**src/rtl/controller_pkg.sv**
```systemverilog
// controller_pkg: opcode, mux-select, state and control-word definitions shared by the controller
package controller_pkg;
   localparam logic [3:0] NOP        = 4'b0000;
   localparam logic [3:0] ADD        = 4'b0001;
   localparam logic [3:0] SUB        = 4'b0010;
   localparam logic [3:0] NOR        = 4'b0011;
   localparam logic [3:0] REG_TO_ACC = 4'b0100;
   localparam logic [3:0] ACC_TO_REG = 4'b0101;
   localparam logic [3:0] JMPZ_REG   = 4'b0110;
   localparam logic [3:0] JMPZ_IMM   = 4'b0111;
   localparam logic [3:0] JMPNZ_REG  = 4'b1000;
   localparam logic [3:0] JMPC_IMM   = 4'b1001;
   localparam logic [3:0] JMPNZ_IMM  = 4'b1010;
   localparam logic [3:0] SHFL       = 4'b1011;
   localparam logic [3:0] SHFR       = 4'b1100;
   localparam logic [3:0] IMM_TO_ACC = 4'b1101;
   localparam logic [3:0] HALT       = 4'b1111;
   localparam logic [1:0] ACC_SRC_ALU = 2'b00;
   localparam logic [1:0] ACC_SRC_REG = 2'b01;
   localparam logic [1:0] ACC_SRC_IMM = 2'b10;
   localparam logic       PC_SRC_IMM  = 1'b0;
   localparam logic       PC_SRC_REG  = 1'b1;
   typedef enum logic [1:0] {S_RESET, S_FETCH, S_DECODE, S_EXECUTE} state_t;
   typedef struct packed {
      logic       selPc;
      logic       loadPc;
      logic       loadReg;
      logic       loadAcc;
      logic [1:0] selAcc;
      logic [3:0] selAlu;
   } ctrl_t;
endpackage

```
**src/rtl/controller_decode.sv**
```systemverilog
// controller_decode: combinational opcode/flag decode into the execute-phase control word
// Ports: opcode (4) instruction opcode, z zero flag, c carry flag (used only with CARRY_JUMP_EN),
//        ctrl execute-phase control word (selPc, loadPc, loadReg, loadAcc, selAcc, selAlu)
// Macro CARRY_JUMP_EN: decode 1001 as JMPC_IMM; otherwise 1001 is a NOP and c is ignored.
module controller_decode
   import controller_pkg::*;
(
   input  logic [3:0] opcode,
   input  logic       z,
   input  logic       c,
   output ctrl_t      ctrl
);
`ifndef CARRY_JUMP_EN
   logic unusedC;
   assign unusedC = c;
`endif
   // untaken jumps leave selPc at 0 so every output of a no-op is 0
   always_comb begin
      ctrl = '0;
      case (opcode)
         ADD, SUB, NOR, SHFR, SHFL: begin
            ctrl.loadAcc = 1'b1;
            ctrl.selAcc  = ACC_SRC_ALU;
            ctrl.selAlu  = opcode;
         end
         REG_TO_ACC: begin
            ctrl.loadAcc = 1'b1;
            ctrl.selAcc  = ACC_SRC_REG;
         end
         ACC_TO_REG: ctrl.loadReg = 1'b1;
         IMM_TO_ACC: begin
            ctrl.loadAcc = 1'b1;
            ctrl.selAcc  = ACC_SRC_IMM;
         end
         JMPZ_REG: begin
            ctrl.loadPc = z;
            ctrl.selPc  = z ? PC_SRC_REG : 1'b0;
         end
         JMPZ_IMM: ctrl.loadPc = z;
         JMPNZ_REG: begin
            ctrl.loadPc = !z;
            ctrl.selPc  = !z ? PC_SRC_REG : 1'b0;
         end
         JMPNZ_IMM: ctrl.loadPc = !z;
`ifdef CARRY_JUMP_EN
         JMPC_IMM: ctrl.loadPc = c;
`endif
         default: ;
      endcase
   end
endmodule

```
**src/rtl/controller_fsm.sv**
```systemverilog
// controller_fsm: fetch/decode/execute sequencer driving the accumulator CPU datapath strobes
// Ports: Clk clock, reset async active-low, Opcode (4) from IR, Z zero flag, C carry flag;
//        outputs LoadIR, IncPC, SelPC, LoadPC, LoadReg, LoadAcc, SelAcc (2), SelALU (4)
// Macro CARRY_JUMP_EN: enables JMPC_IMM (opcode 1001) in the decoder.
module controller_fsm
   import controller_pkg::*;
(
   input  logic       Clk,
   input  logic       reset,
   input  logic [3:0] Opcode,
   input  logic       Z,
   input  logic       C,
   output logic       LoadIR,
   output logic       IncPC,
   output logic       SelPC,
   output logic       LoadPC,
   output logic       LoadReg,
   output logic       LoadAcc,
   output logic [1:0] SelAcc,
   output logic [3:0] SelALU
);
   state_t state, nextState;
   ctrl_t  execCtrl;
   controller_decode uDecode (
      .opcode(Opcode),
      .z     (Z),
      .c     (C),
      .ctrl  (execCtrl)
   );
   always_ff @(posedge Clk or negedge reset)
      if (!reset) state <= S_RESET;
      else        state <= nextState;
   // decoded word reaches the outputs only in S_EXECUTE, so Opcode/Z/C are ignored elsewhere
   always_comb begin
      nextState = state;
      LoadIR    = 1'b0;
      IncPC     = 1'b0;
      {SelPC, LoadPC, LoadReg, LoadAcc, SelAcc, SelALU} = '0;
      case (state)
         S_RESET:  nextState = S_FETCH;
         S_FETCH: begin
            nextState = S_DECODE;
            LoadIR    = 1'b1;
            IncPC     = 1'b1;
         end
         S_DECODE: nextState = S_EXECUTE;
         S_EXECUTE: begin
            nextState = (Opcode == HALT) ? S_EXECUTE : S_FETCH;
            {SelPC, LoadPC, LoadReg, LoadAcc, SelAcc, SelALU} = execCtrl;
         end
         default:  nextState = S_RESET;
      endcase
   end
endmodule

```
**config.mk**
```make
export PLATFORM = sky130hd
export DESIGN_NAME = controller_fsm
export DESIGN_NICKNAME = d
export VERILOG_FILES = /design/src/rtl/controller_pkg.sv /design/src/rtl/controller_decode.sv /design/src/rtl/controller_fsm.sv
export SDC_FILE = /design/constraint.sdc
export NUM_CORES = 1
export LEC_CHECK = 0
export CORE_AREA = 2 2 39 41
export CTS_BUF_LIST = sky130_fd_sc_hd__clkbuf_8
export DETAILED_ROUTE_END_ITERATION = 6
export DIE_AREA = 0 0 41 43
export MAX_ROUTING_LAYER = met4
export PLACE_DENSITY = 0.62
export SETUP_SLACK_MARGIN = 0.05
export SLEW_MARGIN = 20
export SYNTH_ARGS = -nofsm -noshare
export SYNTH_HDL_FRONTEND = slang
export SYNTH_SLANG_ARGS = --single-unit
```
**constraint.sdc**
```tcl
create_clock -name Clk -period 1.1 [get_ports Clk]
set_input_delay 0.165 -clock Clk [delete_from_list [all_inputs] [get_ports Clk]]
set_output_delay 0.165 -clock Clk [all_outputs]
set_load 0.05 [all_outputs]
```
Word-level counts from Yosys, hierarchy flattened
Index checks and enable logic that the tools add are counted.
W data, S select, Z words.
- input port bits: 8
- bits in registers: 2
- word-level logic and storage cells: 38
- output and inout bits: 12
- reductions and logical operators: 5
- equal/unequal tests: 16
- mux-type cells: 16
- operators by type and width (cell ; number):
    $eq A4 B4 Y1 const B ; 6
    $eq A4 B3 Y1 const B ; 4
    $pmux W3 S3 ; 1
    $eq A4 B2 Y1 const B ; 2
    $mux W1 ; 8
    $mux W4 ; 2
    $pmux W2 S4 ; 1
    $reduce_or A5 Y1 ; 1
    $eq A2 B2 Y1 const B ; 2
    $eq A4 B1 Y1 const B ; 1
    $mux W2 ; 2
    $pmux W1 S2 ; 2
    $reduce_or A2 Y1 ; 2
    $eq A2 B1 Y1 const B ; 1
    $logic_not A2 Y1 ; 1
    $logic_not A1 Y1 ; 1

Depth between registers and ports, before layout
- word-level depth: 4
- mapped depth: 4
- gate-level depth less buffers: 3

Cells and area by module
From an unflattened synthesis, not the netlist that was laid out.
- cell total of the unflattened synthesis: 45
- area total of the unflattened synthesis: 349.1 um^2
- modules (own cells, without submodules) (module ; instances ; cells an instance ; area an instance (um^2) ; seq. area each (um^2)):
    controller_fsm ; 1 ; 21 ; 177.7 ; 50.0
    controller_decode ; 1 ; 24 ; 171.4 ; 0.0

Worst setup path before layout
OpenSTA, ideal clock, no wires.
- path kind: register -> output
- start: reg state[0]
- end: out SelAcc[0]
- cell stages (with the launch flop): 3
- setup slack: -1.244 ns
- arrival time: 2.179 ns
- path buffers: 0
- data required time: 0.935 ns
- cell sequence: dfrtp_1 nand2_1 nor4b_1
- longest elaborated chain between the ends: 2
- RTL lines (what ; RTL line ; RTL):
    start: declaration ; controller_fsm.sv:22 ; state_t state, nextState;
    start signal: assignment ; controller_fsm.sv:32 ; else state <= nextState;
    $eq A2 B2 Y1 ; controller_fsm.sv:39 ; case (state)
    $mux W2 ; controller_fsm.sv:39 ;
    end: declaration ; controller_fsm.sv:19 ; output logic [1:0] SelAcc,
No other way between the ends.

Final worst setup path
- start: reg state[1]
- end: out SelALU[2]
- longest elaborated chain between the ends: 2
- RTL lines (what ; RTL line ; RTL):
    $eq A2 B2 Y1 ; controller_fsm.sv:39 ;
    $mux W4 ; controller_fsm.sv:39 ;
    end: declaration ; controller_fsm.sv:20 ; output logic [3:0] SelALU
No other way between the ends.

==> results <==
-- cells by family (layout without fill, tap and decap cells) --
kind of cell    after synthesis  count (layout)  share of synthesized area [%]
flops                         2               2                           18.7
simple gates                 24              24                           52.8
compound gates                8               8                           18.2
buf+inv                       6              42                           10.3
-- worst reg2reg max path, stage by stage, from the launching register on --
cell	delay (ns)
dfrtp_1	0.40
and2_4	0.19
a21oi_1	0.13
-- final cells by class --
class / instances / area, µm²
sequential: 2 / 50.0
inverter: 2 / 11.3
tap: 16 / 20.0
clock buffer: 3 / 41.3
multi-input combinational: 32 / 357
fill: 112 / 443
timing repair buffer: 37 / 462
-- repair_timing --
item,CTS,global route
hold buffers,0,0
endpoints found under the setup margin,13,12
endpoints found under the hold margin,0,0
gates resized for setup,23,2
setup buffers,3,0
pin swaps,8,2
-- final timing paths --
check | end | cells past startpoint
min in group Clk | state[1]$_DFF_PN0_ | 4
max in group asynchronous | state[1]$_DFF_PN0_ | 1
worst min-delay path | state[0]$_DFF_PN0_ | 1
worst min register to register | state[1]$_DFF_PN0_ | 2
worst max-delay path | SelALU[2] | 3
worst max register to register | state[1]$_DFF_PN0_ | 2
-- synthesized netlist by cell type --
master    n
nand2_1   5
nor3_1    4
nand2b_1  3
a211oi_1  2
a21oi_1   2
and2b_2   2
clkbuf_1  2
dfrtp_1   2
nor4b_1   2
o21ai_0   2
and2_1    1
and3_2    1
buf_2     1
buf_4     1
inv_1     1
inv_2     1
nand3_1   1
nand4_1   1
nor2_1    1
nor4_1    1
o21a_1    1
o22ai_1   1
or3_1     1
or4_1     1
-- metal layers --
metal / vias to the layer above / routed length, µm / global-route usage, %
met4: 0 / 0 / 8.00
met3: 0 / 52 / 3.14
met2: 13 / 564 / 24.7
met5: - / 0 / -
li1: 215 / - / -
met1: 198 / 404 / 12.0
-- power breakdown --
group	switching, µW	internal, µW	leakage [µW]
registers	45.0	111	0.0000220
clock network	55.4	231	0.0000216
logic	679	608	0.000336
total	780	950	0.000380
-- metrics by stage --
stage | instances | total power (µW) | hold WS (ns)
2_1_floorplan | 40 | 851 | -0.131
3_3_place_gp | 86 | 1310 | 0.333
3_5_place_dp | 86 | 1320 | 0.340
4_1_cts | 92 | 1750 | 0.117
5_1_grt | 92 | 1810 | 0.129
6_report | 92 | 1730 | 0.121
-- layout by cell type (no fill, tap or decap), types with 2 or more instances in the layout --
master and count:
buf_12 13, buf_6 2, nor4b_4 2, clkbuf_8 3, dfrtp_1 2, buf_4 18
nand2b_1 2, nand2_1 4, nor3_4 4, and2b_2 2, clkdlybuf4s15_2 3
==> reports/summary.txt <==
Synth Warn # - 0
max FFs per register - 2
count of different cell masters after synthesis - 24
H-tree levels - 1
Core Region - 0.00138 mm²
Worst VDD drop - 1.62 mV
origin of the critical flop-to-flop path - state[0]$_DFF_PN0_
status - finished, violations left
largest reg by FF count - state
ANT nets after route - 0
Final WS setup - -0.302 ns
CTS Root Cell - clkbuf_8
Hold Fails Final Rpt - 0
fin area - 941 µm²
nature of the critical path endpoint - primary output
r2r setup slk - 0.29 ns
initial antenna violation count - 0
worst rel slew slack - 82.6%
Post-Syn Nets - 48
Antenna Cells - 0
slowest stage delay, CP - 0.40 ns
HP Class - input port to async pin
crit-path leading delay family - simple AND/OR/NAND/NOR gates
IO Port Bufs - 18
pre-CTS WS - -0.616 ns
Avg Cell Area, Syn - 6.69 µm²
worst skew pair latency - 0.21 ns
CP arrival - 1.24 ns
Data required, critical path - 0.94 ns
number of synthesized register bits - 2
Avg Vias per Cell - 4.63
Startpoint Class - flop
Largest regs - state x2
Buf/Inv on CP - 1
die area - 0.00176 mm²
max cap viols - 0
Slew @ Worst Pin - 0.259 ns
post-place instance area - 831 µm²
largest cells by area after synthesis - dfrtp_1 (19%), nor3_1 (7.5%), nand2_1 (7.0%)
fin crit period - 1.40 ns
failing checks - negative setup slack
Num CTS Buffers - 3
Layout Skew - 0.000881 ns
Synth top area share - 18.7%
DRT Wirelength - 1.02 mm
Peak Freq - 713 MHz
largest net degree at the start of global routing - 12
clk buf depth - 2
unrepaired setup endpoints after global routing - yes
proportion of layout cells with a drive suffix above 1 - 80.3%
leakage - 0.000380 µW
post-layout util - 68.0%
crit-path max FO - 7
routability cong. - 0.673
Initial Util - 19.3%
Slew Limit Fails - 0
power density cells - 1840 mW/mm²
area leader, netlist - dfrtp_1
DRT iter0 DRCs - 1
Crit. Startpoint - state[1]$_DFF_PN0_
Die Y - 43 µm
Die X - 41 µm
Site Rows - 14
crit share post-route - 127%
vias in the first global route - 447
DRC viols - 0
grt total ovfl - 0
first-pass GRT wire length - 1.61 mm
CP cell instances - nand2_4, nor4_4, buf_12
CTS tree - yes
kind of critical path - flop to primary output
Syn Inst Count - 40
CTS clk-pin slew, worst paths - 0.03 ns
CP max stage cell - dfrtp_1
area delta synth->final - 251%
vias - 426
IO Pins - 20
CTS Sinks - 2
final setup fails - 12
final net count - 86
routed length per instance - 11.1 µm
post-route setup TNS - -3.20 ns
Synth Cell Area - 268 µm²
post-synthesis sequential area ratio - 18.7%
Tot GR Track Use - 13.8%
first-pass detailed-route iteration total - 2
No activity file was read; power rests on OpenSTA's default activity.
